==> src/rtl/riscv_if_fetch_unit.sv <==
// Stage-1 instruction fetch: owns the PC, issues credit-limited I-cache requests,
// queues in-order responses and presents {pc, inst} to ID; redirect flushes everything.
module riscv_if_fetch_unit #(
    parameter int          XLEN      = 64,
    parameter int          FQ_DEPTH  = 4,
    parameter logic [63:0] RESET_VEC = 64'h0000_0000_8000_0000
) (
    input  logic                          clk,
    input  logic                          rst_n,
    input  logic                          redirect_valid,
    input  logic [XLEN-1:0]               redirect_pc,
    output logic                          icache_req_valid,
    input  logic                          icache_req_ready,
    output logic [XLEN-1:0]               icache_req_addr,
    input  logic                          icache_rsp_valid,
    input  logic [31:0]                   icache_rsp_inst,
    output logic                          if_valid,
    output logic [XLEN-1:0]               if_pc,
    output logic [31:0]                   if_inst,
    input  logic                          id_ready,
    output logic [$clog2(FQ_DEPTH+1)-1:0] fq_count
);

    localparam int CW = $clog2(FQ_DEPTH + 1);
    localparam int PW = $clog2(FQ_DEPTH);
    localparam logic [XLEN-1:0] RESET_PC = {RESET_VEC[XLEN-1:2], 2'b00};
    localparam logic [CW:0]     CREDIT   = (CW + 1)'(FQ_DEPTH);

    typedef struct packed {
        logic [XLEN-1:0] pc;
        logic [31:0]     inst;
    } fq_entry_t;

    logic [XLEN-1:0] pc;
    logic [XLEN-1:0] rsp_pc;
    logic [CW-1:0]   outstanding;
    logic [CW-1:0]   drop;
    logic [CW-1:0]   count;
    logic [PW-1:0]   head;
    logic [PW-1:0]   tail;
    fq_entry_t       mem [FQ_DEPTH];

    logic [CW:0]     in_use;
    logic [XLEN-1:0] redirect_tgt;
    logic            req_fire;
    logic            push;
    logic            pop;

    function automatic logic [PW-1:0] next_ptr(input logic [PW-1:0] p);
        return (p == PW'(FQ_DEPTH - 1)) ? '0 : p + PW'(1);
    endfunction

    // Requests in flight plus queued entries never exceed the queue size, so
    // every response has a slot waiting for it.
    assign in_use           = {1'b0, outstanding} + {1'b0, count};
    assign icache_req_valid = rst_n && !redirect_valid && (in_use < CREDIT);
    assign icache_req_addr  = pc;
    assign redirect_tgt     = redirect_pc & ~XLEN'(3);

    assign req_fire = icache_req_valid && icache_req_ready;
    assign push     = icache_rsp_valid && !redirect_valid && (drop == '0);
    assign pop      = if_valid && id_ready;

    assign if_valid = (count != '0) && !redirect_valid;
    assign if_pc    = mem[head].pc;
    assign if_inst  = mem[head].inst;
    assign fq_count = count;

    always_ff @(posedge clk or negedge rst_n) begin
        if (!rst_n) begin
            pc          <= RESET_PC;
            rsp_pc      <= RESET_PC;
            outstanding <= '0;
            drop        <= '0;
            count       <= '0;
            head        <= '0;
            tail        <= '0;
        end else if (redirect_valid) begin
            // Everything still in flight belongs to the old path and must be dropped.
            pc          <= redirect_tgt;
            rsp_pc      <= redirect_tgt;
            outstanding <= outstanding - CW'(icache_rsp_valid);
            drop        <= outstanding - CW'(icache_rsp_valid);
            count       <= '0;
            head        <= '0;
            tail        <= '0;
        end else begin
            if (req_fire) pc <= pc + XLEN'(4);
            if (icache_rsp_valid && drop != '0) drop <= drop - CW'(1);
            if (push) begin
                tail   <= next_ptr(tail);
                rsp_pc <= rsp_pc + XLEN'(4);
            end
            if (pop) head <= next_ptr(head);

            case ({push, pop})
                2'b10:   count <= count + CW'(1);
                2'b01:   count <= count - CW'(1);
                default: count <= count;
            endcase

            case ({req_fire, icache_rsp_valid})
                2'b10:   outstanding <= outstanding + CW'(1);
                2'b01:   outstanding <= outstanding - CW'(1);
                default: outstanding <= outstanding;
            endcase
        end
    end

    // NOTE: queue storage has no reset; head/tail/count alone decide which entries are live.
    always_ff @(posedge clk) begin
        if (push) mem[tail] <= '{pc: rsp_pc, inst: icache_rsp_inst};
    end

    a_rsp_needs_outstanding: assert property (@(posedge clk) disable iff (!rst_n)
        icache_rsp_valid |-> (outstanding != '0));
    a_fq_bounded: assert property (@(posedge clk) disable iff (!rst_n)
        count <= CW'(FQ_DEPTH));
    a_addr_aligned: assert property (@(posedge clk) disable iff (!rst_n)
        icache_req_addr[1:0] == 2'b00);

endmodule

==> config.mk <==
export PLATFORM = sky130hd
export DESIGN_NAME = riscv_if_fetch_unit
export DESIGN_NICKNAME = d
export VERILOG_FILES = /design/src/rtl/riscv_if_fetch_unit.sv
export SDC_FILE = /design/constraint.sdc
export NUM_CORES = 1
export LEC_CHECK = 0
export BUFFER_PORTS_ARGS = -buffer_cell sky130_fd_sc_hd__clkbuf_2
export CORE_MARGIN = 2
export CORE_UTILIZATION = 30
export CTS_CLUSTER_SIZE = 24
export DETAILED_ROUTE_END_ITERATION = 6
export PLACE_DENSITY_LB_ADDON = 0.12
export SETUP_SLACK_MARGIN = 0.05
export SLEW_MARGIN = 20
export SYNTH_ARGS = -nofsm -noshare
export SYNTH_HDL_FRONTEND = slang
export SYNTH_SLANG_ARGS = --single-unit
export TNS_END_PERCENT = 1
==> constraint.sdc <==
create_clock -name clk -period 4.5 [get_ports clk]
set_input_delay 0 -clock clk [delete_from_list [all_inputs] [get_ports clk]]
set_output_delay 0 -clock clk [all_outputs]
set_load 0.02 [all_outputs]
==> flow_summary.json <==
{
  "finalHoldViolCount": 0,
  "synth_adder_area_share": 0.00947,
  "vdd_drop_max_v": 0.000291,
  "setup-violations-final": 0,
  "vias_per_cell": 4.95,
  "leakagePower_nw": 9.54,
  "fin_util": 0.382,
  "synth_edf_count": 376,
  "io_buffers": 260,
  "nets": 1895,
  "clockBufferDepth": 3,
  "cts_made_buffers": 58,
  "io_pins": 267,
  "ys_warn_count": 0,
  "antenna_found_initial": 4,
  "grt_use_total": 0.169,
  "async_reset_ff_frac": 0.267,
  "crit_start": "fq_count[1]",
  "start_util": 0.304,
  "crit_fanout": 46,
  "synthFlopType": "edfxtp_1",
  "start_kind": "register",
  "synth_area_per_cell_sq_um": 15.4,
  "cts_setup_buffers": 0,
  "slew_headroom": 0.441,
  "worstSkewPairLatency_ns": 0.62,
  "num_vias": 13694,
  "cts_sinks": 513,
  "powerDensity_nw_per_um2": 474,
  "crit_required_ns": 5.00,
  "worstHoldPathType": "in2reg",
  "ant_nets": 0,
  "grt_pass1_vias": 14021,
  "routed_wl_mm": 62.3,
  "synth_top_area_share": 0.527,
  "synthesis.area_sq_um": 21400,
  "gp_congestion": 0.783,
  "core_sq_um": 70400,
  "status": "finished, final reports clean",
  "rsz0062_at_grt": "no",
  "period_share": 0.700,
  "yosys.area_share.simple": 0.0942,
  "yosysMostFrequentCell": "edfxtp_1",
  "cp_data_arrival_time_ns": 3.64,
  "fin_crit_ns": 3.15,
  "min-delay-start": "redirect_valid",
  "synth_top_family_by_area": "multiplexers",
  "drt-pass1-iter-count": 5,
  "final_area_sq_um": 26900,
  "r2r-start": "fq_count[1]",
  "dp_hpwl_mm": 41.4,
  "muxShareOfSynthArea": 0.105,
  "grt_overflow_total": 0,
  "ys_types": 57,
  "slew_violations": 0,
  "yosysSeqAreaShare": 0.688,
  "wl_per_cell_um": 22.5,
  "critPathCaptureType": "register",
  "dieArea_sq_um": 73500,
  "cts-htree-levels": 2,
  "yosys.area_share.xor_xnor": 0.0295,
  "synth_compound_area_frac": 0.0576,
  "synth_seq_cells": 513,
  "placed_area_sq_um": 24000,
  "synthTopCellsByArea": "edfxtp_1 53%, dfrtp_1 16%, mux4_2 9.9%, o21ai_0 2.3%, nand2_1 2.3%",
  "max_cap_viol_count": 0,
  "drive_above_1_share": 0.278,
  "criticalPathCategory": "reg2reg",
  "n_fill_cell": 6756,
  "clock_skew_ns": 0.0233,
  "die_h_um": 271,
  "grt_max_degree": 141,
  "drt-initial-drc-count": 916,
  "tightest_slew_ns": 0.839,
  "syn_to_final_growth_pct": 25.8,
  "fmax_mhz": 318,
  "drc": 0,
  "setup_tns_ns": 0,
  "row_count": 97,
  "die_x_um": 271,
  "postSynthCellCount": 1390,
  "cts_root_buffer": "clkbuf_16",
  "clkTransAtPathRegs_ns": 0.06,
  "yosys.area.top_type": "edfxtp_1",
  "grt_pass1_wl_mm": 93.3,
  "cts_tree": "done",
  "yosys-top-cells-count": "376 x edfxtp_1, 135 x dfrtp_1, 129 x nand2_1, 97 x o21ai_0, 94 x mux4_2"
}
==> final timing paths <==
path                            slack (ns)  cells past startpoint             endpoint
min in group asynchronous             0.47                      4  icache_req_addr[15]
worst min-delay path                  0.06                      3           rsp_pc[21]
worst max-delay path                  1.35                     10       outstanding[2]
worst max register to register        1.35                     10       outstanding[2]
worst min register to register        0.52                      1       outstanding[2]
max in group asynchronous             2.33                      5              head[0]
==> flip-flops by register name, indices dropped and copies added (netlist names) <==
register,cells
rsp_pc,62
tail,2
head,2
icache_req_addr,62
mem,376
outstanding,3
drop,3
fq_count,3
==> cells by family after synthesis <==
logic type                 after synthesis
AOI/OAI and AO/OA                      198
xor gates and xnor gates                72
adders and majority gates               15
buffers and inverters                   92
DFF                                    513
muxes                                  105
other                                    1
and+or+nand+nor                        394
==> metrics by stage <==
step	power, mW	setup slack [ns]	hold slack (ns)	instances
floorplan	7.18	0.598	-0.296	1393
global placement	8.08	1.36	-0.0783	2558
detailed placement	8.10	1.35	-0.0758	2558
CTS	13.0	1.33	0.0303	2767
global route	13.3	0.965	0.0945	2768
finish	12.8	1.35	0.0645	2768
==> where the power goes <==
part / internal (mW) / leakage [nW] / switching [mW]
logic: 0.943 / 3.55 / 1.32
registers: 5.38 / 5.05 / 0.370
clock network: 2.80 / 0.929 / 1.96
==> cell usage in the layout, fill, tap and decap left out, drive strengths merged, types with 30 or more instances in the layout <==
| master | n |
|---|---|
| nor2 | 38 |
| buf | 36 |
| nand3 | 70 |
| o21ai | 97 |
| mux4 | 94 |
| nand2 | 129 |
| clkinv | 30 |
| xor2 | 30 |
| dfrtp | 135 |
| dlygate4sd3 | 99 |
| edfxtp | 376 |
| nand4 | 32 |
| clkbuf | 325 |
| xnor2 | 42 |
==> repair_timing <==
| item | CTS | global route |
|---|---|---|
| gates resized for setup | 0 | 0 |
| hold endpoints to repair | 341 | 0 |
| hold buffers | 100 | 0 |
==> routing by layer <==
layer	GRT usage	vias to the layer above	wire length, um
li1	-	6240	-
met1	0.230	7076	27900
met2	0.276	297	29900
met3	0.0351	75	3320
met4	0.0398	6	1130
met5	0	-	34
==> final cells by class <==
class                           instances  area (sq um)  area share
Sequential cell                       513         14700       0.547
Multi-Input combinational cell        788          6360       0.236
Timing Repair Buffer                  393          2660      0.0987
Clock buffer                           67          1510      0.0560
Tap cell                              940          1180      0.0437
Clock inverter                         42           407      0.0151
Inverter                               24          90.1     0.00335
Antenna cell                            1          2.50   0.0000929
==> critical path, stage by stage (launching register included) <==
cell     delay (ns)
dfrtp_1        0.46
ha_1           0.31
nand3_1        0.11
nand4_1        0.33
buf_4          0.55
nand2_1        0.14
fa_1           0.40
or3_1          0.35
a21oi_1        0.16
a21oi_1        0.07
xnor2_1        0.16
Power figures use the tool's default switching activity.
